`src/rtl/redirect_ctrl_pkg.sv`:
```
// Shared types for the execute-stage redirect controller: FSM and source encodings,
// the arbiter winner record and small target helpers.
package redirect_ctrl_pkg;

    localparam int ADDR_W = 32;
    localparam int FCNT_W = 4;

    typedef logic [ADDR_W-1:0] addr_t;

    typedef enum logic [1:0] {
        RDR_IDLE     = 2'd0,
        RDR_REDIRECT = 2'd1,
        RDR_FLUSH    = 2'd2
    } rdr_state_e;

    typedef enum logic [1:0] {
        SRC_NONE = 2'd0,
        SRC_TRAP = 2'd1,
        SRC_JMP  = 2'd2,
        SRC_BR   = 2'd3
    } rdr_src_e;

    typedef struct packed {
        logic     vld;
        rdr_src_e src;
        addr_t    tgt;
    } arb_win_t;

    // Trap vectors come from CSR state and are trusted; only jump/branch targets are checked.
    function automatic logic tgt_misaligned(input rdr_src_e src, input addr_t tgt);
        return (src != SRC_TRAP) && tgt[1];
    endfunction

    function automatic addr_t tgt_align(input addr_t tgt);
        return {tgt[ADDR_W-1:1], 1'b0};
    endfunction

endpackage

```
`src/rtl/redirect_ctrl_if.sv`:
```
// Request inputs from trap/jump/branch units and the registered redirect/squash outputs.
// master = redirect controller side, slave = pipeline/fetch side.
interface redirect_ctrl_if #(
    parameter int CNT_W = 32
);
    import redirect_ctrl_pkg::*;

    logic             trap_req;
    addr_t            trap_vec;
    logic             jmp_req;
    addr_t            jmp_target;
    logic             br_req;
    addr_t            br_target;
    logic             redir_valid;
    addr_t            redir_target;
    logic             redir_ready;
    logic             flush;
    logic             busy;
    logic             misalign_err;
    logic [CNT_W-1:0] redir_count;

    modport master (
        input  trap_req, trap_vec, jmp_req, jmp_target, br_req, br_target, redir_ready,
        output redir_valid, redir_target, flush, busy, misalign_err, redir_count
    );

    modport slave (
        output trap_req, trap_vec, jmp_req, jmp_target, br_req, br_target, redir_ready,
        input  redir_valid, redir_target, flush, busy, misalign_err, redir_count
    );

endinterface

```
`src/rtl/redirect_arb.sv`:
```
// Combinational fixed-priority select of redirect sources (trap > jmp > br).
// Zero latency; losers are dropped, there is no queueing.
module redirect_arb
    import redirect_ctrl_pkg::*;
(
    input  logic     trap_req,
    input  addr_t    trap_vec,
    input  logic     jmp_req,
    input  addr_t    jmp_target,
    input  logic     br_req,
    input  addr_t    br_target,
    output arb_win_t win
);

    always_comb begin
        win.vld = 1'b0;
        win.src = SRC_NONE;
        win.tgt = '0;
        if (trap_req) begin
            win.vld = 1'b1;
            win.src = SRC_TRAP;
            win.tgt = trap_vec;
        end else if (jmp_req) begin
            win.vld = 1'b1;
            win.src = SRC_JMP;
            win.tgt = jmp_target;
        end else if (br_req) begin
            win.vld = 1'b1;
            win.src = SRC_BR;
            win.tgt = br_target;
        end
    end

endmodule

```
`src/rtl/redirect_ctrl.sv`:
```
// PC-redirect controller: arbitrates trap/jmp/br, holds one registered target for fetch,
// then squashes for FLUSH_CYCLES. Outputs appear one cycle after the request; target held until ready.
module redirect_ctrl
    import redirect_ctrl_pkg::*;
#(
    parameter int unsigned FLUSH_CYCLES = 2,
    parameter int          CNT_W        = 32
) (
    input  logic             i_clk,
    input  logic             i_rst,
    redirect_ctrl_if.master  rif
);

    localparam logic [FCNT_W-1:0] FLUSH_LD = FCNT_W'(FLUSH_CYCLES);

    rdr_state_e        state_q, state_d;
    addr_t             tgt_q, tgt_d;
    logic [FCNT_W-1:0] fcnt_q, fcnt_d;
    logic [CNT_W-1:0]  cnt_q, cnt_d;
    logic              mis_q, mis_d;

    arb_win_t win;
    logic     win_mis;
    logic     accept;

    redirect_arb u_arb (
        .trap_req   (rif.trap_req),
        .trap_vec   (rif.trap_vec),
        .jmp_req    (rif.jmp_req),
        .jmp_target (rif.jmp_target),
        .br_req     (rif.br_req),
        .br_target  (rif.br_target),
        .win        (win)
    );

    assign win_mis = win.vld && tgt_misaligned(win.src, win.tgt);
    assign accept  = (state_q == RDR_REDIRECT) && rif.redir_ready;

    always_ff @(posedge i_clk or negedge i_rst) begin
        if (!i_rst) begin
            state_q <= RDR_IDLE;
            tgt_q   <= '0;
            fcnt_q  <= '0;
            cnt_q   <= '0;
            mis_q   <= 1'b0;
        end else begin
            state_q <= state_d;
            tgt_q   <= tgt_d;
            fcnt_q  <= fcnt_d;
            cnt_q   <= cnt_d;
            mis_q   <= mis_d;
        end
    end

    always_comb begin
        state_d = state_q;
        unique case (state_q)
            RDR_IDLE: begin
                if (win.vld && !win_mis) state_d = RDR_REDIRECT;
            end
            RDR_REDIRECT: begin
                if (accept) state_d = (FLUSH_CYCLES == 0) ? RDR_IDLE : RDR_FLUSH;
            end
            RDR_FLUSH: begin
                // A trap from an older instruction beats the rest of the squash window.
                if (rif.trap_req)               state_d = RDR_REDIRECT;
                else if (fcnt_q <= FCNT_W'(1)) state_d = RDR_IDLE;
            end
            default: state_d = RDR_IDLE;
        endcase
    end

    always_comb begin
        tgt_d  = tgt_q;
        fcnt_d = fcnt_q;
        cnt_d  = cnt_q;
        mis_d  = 1'b0;
        unique case (state_q)
            RDR_IDLE: begin
                if (win_mis)      mis_d = 1'b1;
                else if (win.vld) tgt_d = tgt_align(win.tgt);
            end
            RDR_REDIRECT: begin
                if (accept) begin
                    cnt_d  = cnt_q + CNT_W'(1);
                    fcnt_d = FLUSH_LD;
                end
            end
            RDR_FLUSH: begin
                if (rif.trap_req) begin
                    tgt_d  = tgt_align(rif.trap_vec);
                    fcnt_d = '0;
                end else begin
                    fcnt_d = fcnt_q - FCNT_W'(1);
                end
            end
            default: fcnt_d = '0;
        endcase
    end

    always_comb begin
        rif.redir_valid  = (state_q == RDR_REDIRECT);
        rif.flush        = (state_q != RDR_IDLE);
        rif.busy         = (state_q != RDR_IDLE);
        rif.redir_target = tgt_q;
        rif.misalign_err = mis_q;
        rif.redir_count  = cnt_q;
    end

endmodule

```
`src/flat_wrapper.sv`:
```
// flat-port wrapper written by rule: the top's interface ports become plain ports
module redirect_ctrl_flat import redirect_ctrl_pkg::*;
#(
    parameter int unsigned FLUSH_CYCLES = 2,
    parameter int          CNT_W        = 32
)
  (i_clk, i_rst, rif_trap_req, rif_trap_vec, rif_jmp_req, rif_jmp_target, rif_br_req, rif_br_target, rif_redir_ready, rif_redir_valid, rif_redir_target, rif_flush, rif_busy, rif_misalign_err, rif_redir_count);
  redirect_ctrl_if #(.CNT_W(CNT_W)) rif_i ();
  input  logic i_clk;
  input  logic i_rst;
  input wire logic [$bits(rif_i.trap_req)-1:0] rif_trap_req;
  input wire logic [$bits(rif_i.trap_vec)-1:0] rif_trap_vec;
  input wire logic [$bits(rif_i.jmp_req)-1:0] rif_jmp_req;
  input wire logic [$bits(rif_i.jmp_target)-1:0] rif_jmp_target;
  input wire logic [$bits(rif_i.br_req)-1:0] rif_br_req;
  input wire logic [$bits(rif_i.br_target)-1:0] rif_br_target;
  input wire logic [$bits(rif_i.redir_ready)-1:0] rif_redir_ready;
  output wire logic [$bits(rif_i.redir_valid)-1:0] rif_redir_valid;
  output wire logic [$bits(rif_i.redir_target)-1:0] rif_redir_target;
  output wire logic [$bits(rif_i.flush)-1:0] rif_flush;
  output wire logic [$bits(rif_i.busy)-1:0] rif_busy;
  output wire logic [$bits(rif_i.misalign_err)-1:0] rif_misalign_err;
  output wire logic [$bits(rif_i.redir_count)-1:0] rif_redir_count;
  assign rif_i.trap_req = rif_trap_req;
  assign rif_i.trap_vec = rif_trap_vec;
  assign rif_i.jmp_req = rif_jmp_req;
  assign rif_i.jmp_target = rif_jmp_target;
  assign rif_i.br_req = rif_br_req;
  assign rif_i.br_target = rif_br_target;
  assign rif_i.redir_ready = rif_redir_ready;
  assign rif_redir_valid = rif_i.redir_valid;
  assign rif_redir_target = rif_i.redir_target;
  assign rif_flush = rif_i.flush;
  assign rif_busy = rif_i.busy;
  assign rif_misalign_err = rif_i.misalign_err;
  assign rif_redir_count = rif_i.redir_count;
  redirect_ctrl #(.FLUSH_CYCLES(FLUSH_CYCLES), .CNT_W(CNT_W)) u_core (.i_clk(i_clk), .i_rst(i_rst), .rif(rif_i));
endmodule
```
`config.mk`:
```
export PLATFORM = sky130hd
export DESIGN_NAME = redirect_ctrl_flat
export DESIGN_NICKNAME = d
export VERILOG_FILES = /design/src/rtl/redirect_ctrl_pkg.sv /design/src/rtl/redirect_ctrl_if.sv /design/src/rtl/redirect_arb.sv /design/src/rtl/redirect_ctrl.sv /design/src/flat_wrapper.sv
export SDC_FILE = /design/constraint.sdc
export NUM_CORES = 1
export LEC_CHECK = 0
export ABC_AREA = 0
export BUFFER_PORTS_ARGS = -buffer_cell sky130_fd_sc_hd__buf_2
export CAP_MARGIN = 20
export CORE_ASPECT_RATIO = 0.8
export CORE_MARGIN = 2
export CORE_UTILIZATION = 49
export CTS_BUF_LIST = sky130_fd_sc_hd__clkbuf_8
export CTS_CLUSTER_DIAMETER = 60
export DETAILED_ROUTE_END_ITERATION = 8
export PLACE_DENSITY = 0.81
export SETUP_SLACK_MARGIN = 0.3
export SLEW_MARGIN = 25
export SYNTH_ARGS = -nofsm -noshare
export SYNTH_HDL_FRONTEND = slang
export SYNTH_SLANG_ARGS = --single-unit
```
`constraint.sdc`:
```
create_clock -name i_clk -period 2.4 [get_ports i_clk]
set_input_delay 0.12 -clock i_clk [delete_from_list [all_inputs] [get_ports i_clk]]
set_output_delay 0.12 -clock i_clk [all_outputs]
set_load 0.005 [all_outputs]
```
==> run metrics <==
max_cap viols=0; number of DRC markers in iteration 0=85; PwrDens=roughly 1000 mW/mm^2; Synth Net Count=approximately 470; reg2reg start=u_core.state_q[0]; worst-margin pin slew=approximately 0.75 ns; CP endpoint kind=register; DRT antenna net count=0; Total GRT Usage=~23%; Chip Width=between 100 and 150 um; CP cell instances=inv_1, ha_1, or2_4, buf_4, nand2_1, o21ai_0, mux2_4; final setup TNS=0 ns; Vias/cell=5.27; largest family of logic cells by synthesized area=simple AND/OR/NAND/NOR gates; crit-path leading delay family=simple AND/OR/NAND/NOR gates; reg-to-reg setup timing slack=about 0.48 ns; outcome=complete, no violations; skew final=0.00784 ns; Clk pwr share=~20%; register bit total from synthesis=70; Syn Area/Cell=~11 um^2; post-synthesis sequential area ratio=between 40% and 50%; Mapped Cells=356; reg2reg end=u_core.rif.redir_target[8]; share of layout cells above drive strength 1=~45%; FF+latch area=0.00175 mm^2; Crit-path slowest cell=dfrtp_1; worst hold start=rif_trap_vec[30]; CTS root buffer=clkbuf_8; Largest stage delay, worst path=0.42 ns; Port Buffer Count=approximately 170; Synth Area in Compound Gates=12.3%; Int Pwr=0.00324 W; Tmin final=about 1.9 ns; sequential share of power=a little over a third; n_diodes=0; initial antenna violation count=0; post-CTS setup buffers=0; worst-path maximum fanout=15; final hold vios=0; initial core utilization=between 50% and 60%; WL final=9.38 mm; Via Count=3,307; Final Max Tran Viols=0; Sw Share=between 30% and 40%; VDD IR-drop max=just under 0.8 mV; WHS Path Cells=4; WP data arrival=roughly 2.2 ns; layout overhead on the synthesized area=29.4%; Worst Path Buf+Inv=2; first-pass GRT wire length=roughly 15 mm; # IOs=170; clk_lat worst skew=approximately 0.34 ns; Die Area=~0.0086 mm^2; clk slew on worst S/H paths=approximately 0.07 ns; unrepaired setup endpoints after global routing=false; number of global-route vias before repair=3,304; slew margin rel.=approximately 50%; Max Fclk=~520 MHz; logic gate share of total power=roughly 44%; WP data required=~2.6 ns; post-layout util=roughly two thirds; htree depth=3; die height=83.2 um; Post-Synth Simple-Gate Area=around 15%; TritonRoute pass-1 iters=4; CTS tree=yes; min-delay worst type=in2reg; Post-DP HPWL=6.98 mm; clock sink total=70; period utilization=roughly four fifths; fillers=~630; wire length per cell=~15 um; pin count of the biggest net entering global routing=45; Hold EP=u_core.rif.redir_target[30]; Core ar.=0.00750 mm^2; clock buffer depth=2; remaining global-route overflow=0; post-synthesis adder-cell area fraction=about 2.6%; Final Net Count=approximately 630; multi-input gate area in the final layout=slightly below 0.002 mm^2; num rows=28; xor and xnor area share after synthesis=7.07%; Mapped Area=about 0.0038 mm^2; CP Launch Type=register; multiplexer share of the synthesized area=a little over an eighth; synth unique cells=40; Placer Congestion=~0.86; Setup-failing EPs final=0; DRC violations left=0; switching power total=0.00160 W; Synth warnings=0; Leak=about 2.6 nW; r2r worst-path depth=7; CTS Buf Count=9; Setup Crit Path Kind=reg2reg
==> power by group through the flow <==
stage | Combinational (W) | Sequential (W) | Clock (W)
after CTS | 0.00214 | 0.00176 | 0.000980
after global placement | 0.00207 | 0.00175 | 0
after floorplan | 0.00145 | 0.00178 | 0
after global routing | 0.00233 | 0.00180 | 0.00103
after detailed placement | 0.00212 | 0.00178 | 0
final | 0.00212 | 0.00176 | 0.000954
==> cell usage after synthesis, drive strengths merged <==
| cell type | number | area (um^2) |
|---|---|---|
| a211oi | 1 | 7.51 |
| a21oi | 3 | 15.0 |
| a221oi | 1 | 26.3 |
| a22oi | 30 | 225 |
| a32o | 1 | 10.0 |
| and2 | 2 | 12.5 |
| and3 | 5 | 31.3 |
| and3b | 1 | 8.76 |
| buf | 16 | 114 |
| clkbuf | 7 | 26.3 |
| conb | 1 | 3.75 |
| dfrtp | 70 | 1750 |
| ha | 8 | 100 |
| inv | 8 | 30.0 |
| mux2 | 34 | 495 |
| mux2i | 1 | 10.0 |
| nand2 | 43 | 164 |
| nand2b | 2 | 12.5 |
| nand3 | 13 | 70.1 |
| nand4 | 15 | 93.8 |
| nor2 | 10 | 45.0 |
| nor2b | 4 | 32.5 |
| nor3 | 4 | 20.0 |
| nor4 | 4 | 52.6 |
| o211ai | 1 | 7.51 |
| o21ai | 36 | 180 |
| or2 | 2 | 12.5 |
| or3 | 2 | 12.5 |
| xnor2 | 26 | 228 |
| xor2 | 5 | 43.8 |
==> area by class of cell <==
| cell class | instances | share of cell area [%] |
|---|---|---|
| clock buffer | 10 | 2.77 |
| clock inverter | 6 | 1.23 |
| inverter | 8 | 0.604 |
| multi-input combinational | 255 | 38.7 |
| sequential | 70 | 35.2 |
| tap | 105 | 2.64 |
| timing repair buffer | 174 | 18.8 |
==> tightest hold or removal path: stages <==
cell and delay [ns]:
buf_2 0.07, nand2_1 0.03, o21ai_0 0.06, mux2_4 0.14
==> metal layers <==
layer	wire, um	vias up	track usage [%]	part of all wire [%]
li1	-	1590	-	-
met1	4030	1590	27.2	43
met2	4650	106	37.5	50
met3	502	21	6.73	5.4
met4	196	0	8.37	2.1
met5	0	-	0	0
==> state kept, by name, summed over array words and instances (netlist names) <==
register	count
u_core.rif.redir_count	32
u_core.rif.redir_target	31
u_core.fcnt_q	4
u_core.state_q	2
u_core.rif.misalign_err	1
==> per-stage QoR <==
step                      instance area [um^2]  cells  power [W]  worst slack, ns  hold slack (ns)
final                                     4970    628    0.00484            0.475            0.116
after global placement                    4760    611    0.00382            0.467            0.175
after CTS                                 4970    628    0.00488            0.344           0.0936
after global routing                      4970    628    0.00516            0.320            0.104
after detailed placement                  4760    611    0.00390            0.363            0.177
after floorplan                           3840    356    0.00323            0.670           -0.176
==> cells in the final DEF, fill, tap and decap left out, drive strengths merged, types with 10 or more instances in the layout <==
cell type  instances
buf              173
dfrtp             70
nand2             43
o21ai             36
mux2              34
a22oi             30
xnor2             26
nand4             15
nand3             13
clkbuf            10
nor2              10
==> kinds of logic after synthesis <==
group / Yosys count
multiplexers: 35
XOR/XNOR: 31
other: 1
buffers and inverters: 31
adder cells (fa/ha/maj): 8
AND/OR/NAND/NOR: 107
AO/OA/AOI/OAI: 73
flip-flops: 70
==> worst max path at each step <==
stage | from | end | slack, ns | cells after the start
after detailed placement | u_core.state_q[0] | u_core.rif.redir_target[8] | 0.36 | 7
after global placement | u_core.state_q[0] | u_core.rif.redir_target[7] | 0.47 | 7
after floorplan | u_core.state_q[0] | u_core.rif.redir_target[10] | 0.67 | 7
final | u_core.state_q[0] | u_core.rif.redir_target[8] | 0.48 | 7
after global routing | u_core.state_q[1] | u_core.rif.redir_count[18] | 0.32 | 7
after CTS | u_core.state_q[0] | u_core.rif.redir_target[8] | 0.34 | 7
==> repair_timing <==
action,CTS,global route
setup endpoints to repair,0,31
endpoints found under the hold margin,26,0
hold buffers,1,0
resized for setup,0,2
Note: power is estimated with default switching activity, not from simulation.
